## config.mk

```make
export PLATFORM = sky130hd
export DESIGN_NAME = cpu_sequencer
export DESIGN_NICKNAME = d
export VERILOG_FILES = /design/src/rtl/cpu_sequencer.sv
export SDC_FILE = /design/constraint.sdc
export NUM_CORES = 1
export LEC_CHECK = 0
export ABC_AREA = 1
export BUFFER_PORTS_ARGS = -buffer_cell sky130_fd_sc_hd__buf_2
export CORE_MARGIN = 4
export CORE_UTILIZATION = 44
export DETAILED_ROUTE_END_ITERATION = 7
export HOLD_SLACK_MARGIN = 0.02
export PLACE_DENSITY = 0.79
export RECOVER_POWER = 25
export SYNTH_ARGS = -nofsm -noshare
export SYNTH_HDL_FRONTEND = slang
export SYNTH_SLANG_ARGS = --single-unit
```

## constraint.sdc

```tcl
create_clock -name clk -period 1.1 [get_ports clk]
set_input_delay 0.33 -clock clk [delete_from_list [all_inputs] [get_ports clk]]
set_output_delay 0.33 -clock clk [all_outputs]
set_load 0.02 [all_outputs]
```

## src/rtl/cpu_sequencer.sv

```systemverilog
`default_nettype none
// ============================================================================
// Module      : cpu_sequencer
// Description : Phase sequencer for the CSCv2 ROM-decoded datapath. Owns the
//               program counter and NZVC flags, steps each instruction through
//               FETCH / EXEC / WRITE, drives the active-low top ROM enable,
//               gates ROM control outputs into single-cycle write strobes and
//               detects the jump-to-self halt idiom.
// Options     : SINGLESTEP_EN - adds a 'step' input; one rising edge of step
//               in IDLE executes exactly one instruction.
// Revision    : 1.0 - initial release
// ============================================================================
module cpu_sequencer (
  input  logic       clk,
  input  logic       reset,
  input  logic       run,
`ifdef SINGLESTEP_EN
  input  logic       step,
`endif
  input  logic       ctl_pcincr,
  input  logic       ctl_aload,
  input  logic       ctl_bload,
  input  logic       ctl_ramwrite,
  input  logic [7:0] jump_addr,
  input  logic [3:0] alu_nzvc,
  output logic [7:0] PC,
  output logic [3:0] NZVC,
  output logic       rom_en_n,
  output logic       a_we,
  output logic       b_we,
  output logic       ram_we,
  output logic       halted
);

  typedef enum logic [2:0] {
    S_IDLE  = 3'd0,
    S_FETCH = 3'd1,
    S_EXEC  = 3'd2,
    S_WRITE = 3'd3,
    S_HALT  = 3'd4
  } state_t;

  state_t     r_state;
  state_t     w_next;
  logic [7:0] r_pc;
  logic [3:0] r_nzvc;
  logic       w_start;     // IDLE may begin a new instruction
  logic       w_continue;  // WRITE may chain straight into the next FETCH
  logic       w_halt_hit;  // jump to the instruction's own address

  // Halt compares the jump target against the PC before it is updated.
  assign w_halt_hit = ~ctl_pcincr & (jump_addr == r_pc);

`ifdef SINGLESTEP_EN
  logic r_step_q;
  logic r_step_run;
  logic w_step_edge;

  assign w_step_edge = step & ~r_step_q;
  assign w_start     = run | w_step_edge;
  // A step-started instruction always drops back to IDLE after WRITE.
  assign w_continue  = run & ~r_step_run;

  // Track step for edge detection and remember how the instruction began.
  always_ff @(posedge clk or posedge reset) begin
    if (reset) begin
      r_step_q   <= 1'b0;
      r_step_run <= 1'b0;
    end else begin
      r_step_q <= step;
      if (r_state == S_IDLE)
        r_step_run <= w_step_edge;
    end
  end
`else
  assign w_start    = run;
  assign w_continue = run;
`endif

  // State register.
  always_ff @(posedge clk or posedge reset) begin
    if (reset)
      r_state <= S_IDLE;
    else
      r_state <= w_next;
  end

  // Next-state decode and phase outputs; strobes exist only in WRITE.
  always_comb begin
    w_next   = r_state;
    rom_en_n = 1'b1;
    a_we     = 1'b0;
    b_we     = 1'b0;
    ram_we   = 1'b0;
    halted   = 1'b0;
    case (r_state)
      S_IDLE:  if (w_start) w_next = S_FETCH;
      S_FETCH: w_next = S_EXEC;
      S_EXEC: begin
        rom_en_n = 1'b0;
        w_next   = S_WRITE;
      end
      S_WRITE: begin
        rom_en_n = 1'b0;
        a_we     = ctl_aload;
        b_we     = ctl_bload;
        ram_we   = ctl_ramwrite;
        if (w_halt_hit)
          w_next = S_HALT;
        else if (w_continue)
          w_next = S_FETCH;
        else
          w_next = S_IDLE;
      end
      S_HALT:  halted = 1'b1;
      default: w_next = S_IDLE;
    endcase
  end

  // PC and flags update on the edge that ends WRITE; frozen otherwise.
  always_ff @(posedge clk or posedge reset) begin
    if (reset) begin
      r_pc   <= 8'h00;
      r_nzvc <= 4'h0;
    end else if (r_state == S_WRITE) begin
      r_pc <= ctl_pcincr ? (r_pc + 8'd1) : jump_addr;
      if (ctl_aload | ctl_bload)
        r_nzvc <= alu_nzvc;
    end
  end

  assign PC   = r_pc;
  assign NZVC = r_nzvc;

endmodule
`default_nettype wire

```

# --- After elaboration in Yosys (flattened, before gate mapping) ---
# Index checks and enable logic that the tools add are counted.
word_totals:
  memories: 0
  word_cells: 28
  input_bits: 19
  mem_bits_rw: 0
  rom_bits: 0
  latchBits: 0
  reg_bits: 15
op_classes:
  add_sub_neg: 1
  eq_ne: 6
  shift: 0
  bitwise_logic: 4
  n_reduce_logical: 4
  mux: 10
  magnitude_cmp: 0
  div: 0
  mul: 0
op_table:
  columns: ["operator", "count"]
  rows:
  - ["one-hot mux 3 bit (5 select lines)", 1]
  - ["adder 8 x 1 -> 8 bit (second input constant)", 1]
  - ["== test 8 bit", 1]
  - ["2-to-1 mux 8 bit", 1]
  - ["== test 3 x 2 -> 1 bit (second input constant)", 2]
  - ["2-to-1 mux 1 bit", 6]
  - ["2-to-1 mux 3 bit", 2]
  - ["AND reduction 2 bit", 2]
  - ["== test 3 x 1 -> 1 bit (second input constant)", 1]
  - ["== test 3 bit (second input constant)", 1]
  - ["logical NOT 3 bit", 1]
  - ["!= test 2 bit (second input constant)", 1]
  - ["NOT 1 bit", 2]
  - ["OR reduction 2 bit", 1]
  - ["AND 1 bit", 1]
  - ["OR 1 bit", 1]

# --- Depth between registers and ports, before layout ---
# Gate-level depths: netlist of run 1.
depth:
  depth_word: 4
  ltp_mapped: 9

# --- Worst setup path after synthesis of run 1 ---
# Ideal clock, no wire load.
synth_timing:
  path_type: "register to register"
  startpoint: "register r_pc[0] (netlist: PC[0])"
  endpoint: "register r_pc[6] (netlist: PC[6])"
  setup_time_ns: 0.117
  path_stages_with_launch: 9
  n_path_buf: 0
  synth_period_minus_slack_ns: 1.340
  arrival_ns: 1.224
  setup_slack_ns: -0.240
  required_ns: 0.983
  path_cell_list: "dfrtp_1 > ha_1 > nand3_1 > nor2_1 > nand2_1 > nand2_1 > nand3_1 > nand2_1 > nand2_1"
synth_between:
  elab_chain_cells: 2
synth_lines:
  columns: ["element", "line_no", "text"]
  rows:
  - ["start, declared", "45", "logic [7:0] r_pc;"]
  - ["start signal, assigned", "126", "r_pc <= ctl_pcincr ? (r_pc + 8'd1) : jump_addr;"]
  - ["adder 8 x 1 -> 8 bit", "126", null]
  - ["2-to-1 mux 8 bit", "126", null]
# No other way between the ends.
# A chain may end at the register's enable or synchronous reset.

# --- Final worst setup path of run 1 ---
layout_timing:
  startpoint: "register r_state[0]"
  endpoint: "output a_we"
layout_between:
  elab_chain_cells: 2
layout_lines:
  columns: ["element", "line_no", "text"]
  rows:
  - ["start, declared", "43", "state_t r_state;"]
  - ["start signal, assigned", "85", "r_state <= w_next;"]
  - ["== test 3 x 2 -> 1 bit", "96", "case (r_state)"]
  - ["2-to-1 mux 1 bit", "96", null]
  - ["end, declared", "29", "output logic a_we,"]
# No other way between the ends.

==> results.py, run 1 <==
metrics = {
    "die": {
        "row_count": 17,
        "dieArea_mm2": 0.00320,
        "io_pins": 36,
        "die-width_um": 56.5,
        "die_h_um": 56.5,
        "coreArea_mm2": 0.00223,
        "initial_core_util_pct": 46.4,
    },
    "clock_tree": {
        "clk-insertion-delay-late_ps": 290,
        "cts_tree": "done",
        "clk_pin_slew_ps": 100,
        "cts-root-buf": "clkbuf_4",
        "htreeDepth": 1,
        "cts_sinks": 15,
        "cts_made_buffers": 3,
        "max-clock-path-buffers": 2,
        "holdBufCountCts": 0,
    },
    "worst_setup_path": {
        "end_kind": "primary output",
        "path_depth": 5,
        "critPathArrivalTime_ps": 1230,
        "crit_family": "flip-flops",
        "rr_endpoint": "PC[4]",
        "crit_chain": "nand2_2 > nor2_4 > inv_6 > nor2_8 > buf_6",
        "cp-start-kind": "flop",
        "crit_end": "a_we",
        "r2r-start": "r_state[0]",
        "required_ps": 770,
        "crit_type": "flop to primary output",
        "rrSetupSlack_ps": -300,
        "r2r_cells": 9,
        "critical_path.max_fanout": 5,
        "worst-path-buf-inv": 2,
        "slowest_delay_ps": 400,
        "cp_slowest_cell": "dfrtp_1",
        "setup.worst_path.start": "r_state[0]",
    },
    "sta": {
        "hold_viol": 0,
        "fmax_mhz": 641,
        "rsz0062_at_grt": "yes",
        "worst_pin_slew_ps": 852,
        "fin_ws_ps": -460,
        "finClkSkew_ps": 3.73,
        "fin_setup_tns_ps": -4750,
        "timing.final.crit_share_pct": 142,
        "slew_headroom_pct": 43.2,
        "drv_slew": 0,
        "fin_crit_ps": 1560,
        "setup_viol": 28,
    },
    "power": {
        "power.density_mw_per_mm2": 2770,
        "leakagePower_nw": 0.959,
        "vdd_ir_drop_max_uv": 1860,
    },
    "global_route": {
        "grt_pass1_wl_um": 5250,
        "grt_overflow_total": 0,
        "grt_pass1_vias": 1309,
        "antenna_found_initial": 0,
        "globalRouteMet3Util_pct": 4.37,
        "grtUsageMet2_pct": 36.5,
        "grtUsageTotal_pct": 20.0,
        "grt_max_degree": 16,
        "use_met1_pct": 22.9,
        "busiest_layer": "met2",
    },
    "yosys": {
        "synth_nets": 173,
        "synthAdderAreaFrac_pct": 1.21,
        "synthTopCellsByCount": "nand2_1 (48), inv_1 (29), dfrtp_1 (15), o21ai_0 (14), nor2_1 (13)",
        "syn_inst": 153,
        "synth-simple-area-share_pct": 33.7,
        "syn_area_per_cell_um2": 6.77,
        "ys_seq_area_share_pct": 36.2,
        "synth_top_family_by_area": "simple AND/OR/NAND/NOR gates",
        "ys_types": 21,
        "synth_ff_type": "dfrtp_1",
        "synth-xor-area-share_pct": 1.69,
        "synth-edff-count": 0,
        "synth_compound_area_share_pct": 13.2,
        "synthArstFlopShare_pct": 100,
        "yosysMostFrequentCell": "nand2_1",
        "yosysTopAreaCell": "dfrtp_1",
        "yosysWarningCount": 0,
        "synth.area.mux_share_pct": 0,
        "synth_area_mm2": 0.00104,
        "synth_seq_cells": 15,
        "synth_top_area_share_pct": 36.2,
        "ys_top_cells_by_area": "dfrtp_1 (36%), nand2_1 (17%), inv_1 (11%)",
    },
    "worst_hold_path": {
        "hp-start": "alu_nzvc[1]",
        "hold_class": "primary input to flop",
    },
    "detailed_routing": {
        "viasPerCell": 4.88,
        "drc": 0,
        "drt_iter0_drc": 44,
        "wirelength_um": 3080,
        "ant_nets": 0,
        "vias": 1231,
        "first_pass_iters": 6,
        "wire_per_inst_um": 12.2,
    },
    "placed_design": {
        "port_buffers": 35,
        "placed_area_mm2": 0.00141,
        "dp_hpwl_um": 2090,
        "place_congestion": 0.742,
        "placedCellCount": 233,
    },
    "layout": {
        "layout.nets": 245,
        "utilization_pct": 76.6,
        "drive_gt1_share_pct": 45.1,
        "syn2layout_area_growth_pct": 65.1,
        "final_cells": 252,
        "final_area_mm2": 0.00171,
        "antennaDiodeCount": 0,
    },
    "outcome": {
        "status": "finished, violations left",
        "failed_checks": "negative setup slack",
    },
    "flow_run": {
        "drv_cap": 0,
    },
}
cells by family after synthesis:
group / Yosys count
compound gates: 25
xor+xnor: 2
fa+ha+maj: 1
buf+inv: 33
flops: 15
simple gates: 77
power breakdown:
| group | switching [mW] | internal [mW] |
|---|---|---|
| combinational | 1.63 | 1.64 |
| clock | 0.201 | 0.135 |
| sequential | 0.305 | 0.838 |
metal layers:
layer  part of all wire (%)  routed length, um  vias to the layer above
li1                       -                  -                      616
met1                     42               1290                      569
met2                     51               1580                       38
met3                    5.6                172                        8
met4                    1.2                 36                        0
met5                      0                  0                        -
registers in the layout, summed over array words and instances, names as in the netlist:
| name | cells |
|---|---|
| NZVC | 4 |
| r_state | 3 |
| PC | 8 |
cell usage in the layout, fill, tap and decap left out, types with 3 or more instances in the layout:
master,n
nor2_1,8
buf_6,22
nor2_4,4
dfrtp_1,8
nand3_1,8
clkbuf_4,3
nand2_1,47
buf_4,29
o21ai_1,7
nor2_2,3
o21ai_0,7
buf_2,18
a21oi_1,6
dfrtp_2,7
inv_1,26
worst min path at each step:
stage,to,slack [ps],depth (start not counted)
2_1_floorplan,NZVC[0],230,1
3_3_place_gp,NZVC[2],340,3
3_5_place_dp,r_state[0],360,3
4_1_cts,PC[4],40,3
5_1_grt,NZVC[2],240,3
6_report,NZVC[1],240,3
stage by stage:
stage          setup WS, ps  total power [mW]  hold slack [ps]
2_1_floorplan         -98.8              2.59              231
3_3_place_gp           -115              3.34              338
3_5_place_dp           -138              3.45              359
4_1_cts                -436              4.58             38.6
5_1_grt                -531              5.10              243
6_report               -460              4.74              240
cell type report:
class | count | area, um^2
clock buffer | 3 | 22.5
clock inverter | 1 | 5.00
fill | 155 | 523
inverter | 30 | 120
multi-input combinational | 105 | 584
sequential | 15 | 384
tap | 28 | 35.0
timing repair buffer | 70 | 559
what timing repair did:
action / 4_1_cts / 5_1_grt
hold endpoints to repair: 0 / 0
buffers inserted: 12 / 4
pin swaps: 9 / 7
endpoints found under the setup margin: 28 / 31
resized for setup: 54 / 4
cloned: 0 / 0
worst min-delay path: cells and delay by family:
family	cells	cell delay, ps
compound gates	1	50
buf+inv	1	70
simple gates	1	50
Power figures use the tool's default switching activity.
==> inputs of run 2 (changes only) <==
--- a/config.mk
+++ b/config.mk
@@ -7,8 +7,10 @@
 export LEC_CHECK = 0
 export ABC_AREA = 1
 export BUFFER_PORTS_ARGS = -buffer_cell sky130_fd_sc_hd__buf_2
-export CORE_MARGIN = 4
-export CORE_UTILIZATION = 44
+export CELL_PAD_IN_SITES_DETAIL_PLACEMENT = 1
+export CELL_PAD_IN_SITES_GLOBAL_PLACEMENT = 1
+export CORE_MARGIN = 3
+export CORE_UTILIZATION = 30
 export DETAILED_ROUTE_END_ITERATION = 7
 export HOLD_SLACK_MARGIN = 0.02
 export PLACE_DENSITY = 0.79
==> results.py, run 2 (synthesized netlist as in run 1, its figures left out) <==
metrics = {
    "layout": {
        "largest_reg_flops": 8,
        "final_cell_mix": "nand2_1 (40), buf_6 (30), inv_1 (25), buf_4 (25), buf_2 (19)",
        "antennaDiodeCount": 0,
        "layout_commonest_cell": "nand2_1",
        "drive_gt1_share_pct": 54.5,
        "fillers": 408,
        "layout.nets": 252,
        "syn2layout_area_growth_pct": 84.8,
    },
    "detailed_routing": {
        "viasPerCell": 4.81,
        "drt_iter0_drc": 32,
        "vias": 1322,
        "wire_per_inst_um": 17.3,
        "first_pass_iters": 4,
        "wirelength_um": 4760,
        "ant_nets": 0,
        "drc": 0,
    },
    "clock_tree": {
        "max-clock-path-buffers": 2,
        "cts_made_buffers": 3,
        "cts_tree": "done",
        "cts-root-buf": "clkbuf_4",
        "cts_sinks": 15,
        "clk_pin_slew_ps": 110,
        "htreeDepth": 1,
        "clk-insertion-delay-late_ps": 310,
    },
    "sta": {
        "fmax_mhz": 625,
        "rsz0062_at_grt": "yes",
        "finClkSkew_ps": 15.0,
        "fin_setup_tns_ps": -6580,
        "fin_crit_ps": 1600,
        "drv_slew": 0,
        "fin_hold_ws_ps": 222,
        "worst_pin_slew_ps": 482,
        "timing.final.crit_share_pct": 145,
        "slew_headroom_pct": 67.9,
        "fin_ws_ps": -500,
        "hold_viol": 0,
        "setup_viol": 31,
    },
    "global_route": {
        "grt_pass1_vias": 1498,
        "grt_overflow_total": 0,
        "grt_max_degree": 16,
        "antenna_found_initial": 0,
        "grtUsageTotal_pct": 21.8,
        "grt_pass1_wl_um": 7040,
    },
    "outcome": {
        "status": "finished, violations left",
        "failed_checks": "negative setup slack",
    },
    "worst_hold_path": {
        "hold_class": "primary input to flop",
        "hold_path_end": "NZVC[3]",
        "whs_path_depth": 3,
        "hp-start": "alu_nzvc[3]",
    },
    "worst_setup_path": {
        "cp-start-kind": "flop",
        "cp_slowest_cell": "dfrtp_1",
        "slowest_delay_ps": 410,
        "crit_type": "flop to primary output",
        "critical_path.max_fanout": 4,
        "rr_endpoint": "PC[4]",
        "critPathArrivalTime_ps": 1270,
        "rrSetupSlack_ps": -410,
        "required_ps": 770,
        "end_kind": "primary output",
        "r2r_cells": 9,
        "r2r-start": "r_state[0]",
        "crit_chain": "nand2_2 > nor2_4 > inv_6 > nor2_8 > buf_6",
    },
    "die": {
        "die_h_um": 64.8,
        "row_count": 20,
        "initial_core_util_pct": 32.6,
        "dieArea_mm2": 0.00419,
        "io_pins": 36,
        "die-width_um": 64.8,
        "coreArea_mm2": 0.00318,
    },
    "placed_design": {
        "port_buffers": 35,
        "dp_hpwl_um": 2690,
        "place_congestion": 0.802,
    },
    "power": {
        "power.total_mw": 5.64,
        "power.density_mw_per_mm2": 2950,
        "vdd_ir_drop_max_uv": 1360,
        "leakagePower_nw": 1.02,
    },
    "flow_run": {
        "drv_cap": 0,
    },
}
run 2: changes by cell type in the layout (fill, tap and decap cells not counted), moves of 3 or more:
cell,change
buf_4,-4
buf_6,+8
nand2_1,-7
nand2_2,+7
nor2_1,-3
nor2_4,+4
o21ai_0,-5
o21ai_1,+4
run 2: worst max-delay path, delay by kind of cell (launching register included):
| family | cells | cell delay [ps] |
|---|---|---|
| DFF | 1 | 410 |
| and+or+nand+nor | 3 | 360 |
| buffers and inverters | 2 | 200 |
run 2: cell type report:
class / instances / area [um^2] / share of cell area (%)
clock buffer: 3 / 22.5 / 1.18
inverter: 30 / 125 / 6.54
timing repair buffer: 77 / 651 / 34.0
multi-input combinational: 105 / 672 / 35.1
sequential: 15 / 384 / 20.1
clock inverter: 1 / 5.00 / 0.261
tap: 44 / 55.1 / 2.88
run 2: worst max path at each step:
stage	start	endpoint	slack (ps)
2_1_floorplan	PC[1]	PC[6]	-100
3_3_place_gp	r_state[1]	a_we	-110
3_5_place_dp	r_state[0]	PC[4]	-180
4_1_cts	r_state[0]	a_we	-490
5_1_grt	r_state[0]	b_we	-570
6_report	r_state[0]	b_we	-500
run 2: timing repair:
action / in CTS / in global routing
hold endpoints to repair: 6 / 0
hold buffers: 1 / 0
pin swaps: 10 / 15
resized for setup: 53 / 44
setup buffers: 11 / 7
endpoints found under the setup margin: 30 / 31
run 2: per-layer routing:
| layer | track usage, % | wire (um) |
|---|---|---|
| met1 | 23.4 | 1820 |
| met2 | 40.1 | 2600 |
| met3 | 3.99 | 202 |
| met4 | 11.6 | 133 |
| met5 | 0 | 0 |
run 2: through the flow:
step / cells / util [%] / setup WS, ps / area (um^2)
3_3_place_gp: 252 / 45.7 / -112 / 1450
6_report: 275 / 60.2 / -500 / 1910
3_5_place_dp: 252 / 45.7 / -178 / 1450
5_1_grt: 275 / 60.2 / -572 / 1910
4_1_cts: 268 / 54.3 / -488 / 1720
2_1_floorplan: 153 / - / -98.8 / 1080
run 2: power breakdown:
group | leakage [nW] | internal, mW | total, mW | switching [mW]
sequential | 0.172 | 0.838 | 1.12 | 0.286
clock | 0.0177 | 0.136 | 0.355 | 0.219
combinational | 0.832 | 2.03 | 4.16 | 2.13
==> inputs of run 3 (changes only) <==
--- a/config.mk
+++ b/config.mk
@@ -9,7 +9,6 @@
 export BUFFER_PORTS_ARGS = -buffer_cell sky130_fd_sc_hd__buf_2
 export CELL_PAD_IN_SITES_DETAIL_PLACEMENT = 1
 export CELL_PAD_IN_SITES_GLOBAL_PLACEMENT = 1
-export CORE_MARGIN = 3
 export CORE_UTILIZATION = 30
 export DETAILED_ROUTE_END_ITERATION = 7
 export HOLD_SLACK_MARGIN = 0.02
==> results.py, run 3 (synthesized netlist as in run 1, its figures left out) <==
metrics = {
    "flow_run": {
        "drv_cap": 0,
    },
    "global_route": {
        "antenna_found_initial": 0,
        "grt_max_degree": 16,
        "grtUsageTotal_pct": 23.8,
        "grt_pass1_wl_um": 6350,
        "grt_overflow_total": 0,
        "grt_pass1_vias": 1421,
    },
    "worst_setup_path": {
        "crit_family": "flip-flops",
        "r2r-start": "PC[4]",
        "crit_chain": "buf_4 > nor2_4 > nand2_2 > inv_1 > buf_6",
        "cp-start-kind": "flop",
        "crit_type": "flop to primary output",
        "slowest_delay_ps": 410,
        "critPathArrivalTime_ps": 1250,
        "required_ps": 770,
        "critical_path.max_fanout": 3,
        "setup.worst_path.start": "r_state[1]",
        "cp_slowest_cell": "dfrtp_1",
        "end_kind": "primary output",
        "worst-path-buf-inv": 3,
    },
    "sta": {
        "timing.final.crit_share_pct": 144,
        "slew_headroom_pct": 65.4,
        "worst_pin_slew_ps": 518,
        "fin_crit_ps": 1580,
        "fin_setup_tns_ps": -5980,
        "finClkSkew_ps": 7.90,
        "fmax_mhz": 631,
        "fin_hold_ws_ps": 240,
        "hold_viol": 0,
        "fin_ws_ps": -484,
        "setup_viol": 31,
        "drv_slew": 0,
        "rsz0062_at_grt": "yes",
    },
    "die": {
        "die_h_um": 60.8,
        "dieArea_mm2": 0.00369,
        "coreArea_mm2": 0.00315,
        "initial_core_util_pct": 32.9,
        "row_count": 20,
        "io_pins": 36,
        "die-width_um": 60.8,
    },
    "power": {
        "leakagePower_nw": 1.01,
        "vdd_ir_drop_max_uv": 1430,
        "power.density_mw_per_mm2": 2910,
        "power.total_mw": 5.41,
    },
    "layout": {
        "fillers": 394,
        "drive_gt1_share_pct": 51.7,
        "final_cell_mix": "nand2_1 (45), buf_4 (34), inv_1 (25), buf_6 (23), buf_2 (18)",
        "largest_reg_flops": 8,
        "antennaDiodeCount": 0,
        "layout_commonest_cell": "nand2_1",
        "syn2layout_area_growth_pct": 79.7,
        "ff_latch_area_um2": 384,
        "layout.nets": 253,
        "multi_input_area_um2": 641,
        "final_cells": 276,
    },
    "outcome": {
        "failed_checks": "negative setup slack",
        "status": "finished, violations left",
    },
    "clock_tree": {
        "cts_tree": "done",
        "cts_made_buffers": 3,
        "cts-root-buf": "clkbuf_4",
        "htreeDepth": 1,
        "clk-insertion-delay-late_ps": 300,
        "cts_sinks": 15,
        "clk_pin_slew_ps": 100,
        "max-clock-path-buffers": 2,
    },
    "detailed_routing": {
        "wire_per_inst_um": 16.3,
        "viasPerCell": 4.75,
        "drc": 0,
        "ant_nets": 0,
        "vias": 1311,
        "drt_iter0_drc": 28,
        "first_pass_iters": 4,
        "wirelength_um": 4490,
    },
    "placed_design": {
        "place_ws_ps": -193,
        "port_buffers": 35,
        "dp_hpwl_um": 2470,
        "place_congestion": 0.753,
        "placedCellCount": 249,
    },
    "worst_hold_path": {
        "hp-start": "alu_nzvc[1]",
        "hold_class": "primary input to flop",
    },
}
## run 3: cell count changes in the layout (fill, tap and decap cells not counted), moves of 2 or more
cell / before / now
inv_4: 3 / 1
buf_6: 30 / 23
nand2_1: 40 / 45
nand2_2: 8 / 4
o21ai_1: 11 / 7
inv_2: 1 / 3
o21ai_2: 2 / 4
o21ai_0: 2 / 4
buf_4: 25 / 34
## run 3: cell type report
class	instances	area share [%]
Multi-Input combinational cell	105	34.4
Timing Repair Buffer	78	34.1
Sequential cell	15	20.6
Inverter	30	6.45
Tap cell	44	2.96
Clock buffer	3	1.21
Clock inverter	1	0.269
## run 3: path summary, 6_finish.rpt
check | cells past startpoint | to | slack (ps)
setup / recovery | 5 | halted | -480
hold / removal | 3 | NZVC[1] | 240
setup reg to reg | 8 | PC[7] | -400
hold reg to reg | 2 | NZVC[1] | 530
max in group asynchronous | 4 | PC[3] | 130
min in group asynchronous | 4 | NZVC[1] | 640
## run 3: metal layers
metal	vias to the layer above	track usage [%]	part of all wire, %
met5	-	0	0
met4	0	10.1	1.9
met3	9	3.62	3.5
met2	36	43.0	53
met1	635	27.9	41
li1	631	-	-
## run 3: what timing repair did
action,in CTS,in global routing
pin swaps,14,11
resized for setup,61,18
setup endpoints to repair,28,31
hold endpoints to repair,4,0
setup buffers,17,5
hold buffers,1,0
## run 3: worst reg2reg max path, cell delays in order (launching register included)
cell and delay [ps]:
dfrtp_2 420, buf_4 130, nand2_1 80, nor2_1 250
nand2_1 100, nand2_1 90, nand3_1 100, nand2_1 100
nand2_1 90
## run 3: through the flow
step                      utilization, %  instance area [um^2]
after floorplan                        -                  1080
after global placement              45.4                  1430
after detailed placement            45.4                  1430
after CTS                           56.2                  1770
after global routing                59.0                  1860
final                               59.0                  1860
## run 3: power by group
part           leakage, nW  total (mW)  switching [mW]  internal, mW
Sequential           0.172        1.16           0.322         0.839
Clock               0.0177       0.341           0.205         0.136
Combinational        0.822        3.91            2.03          1.88
Total                 1.01        5.41            2.56          2.86
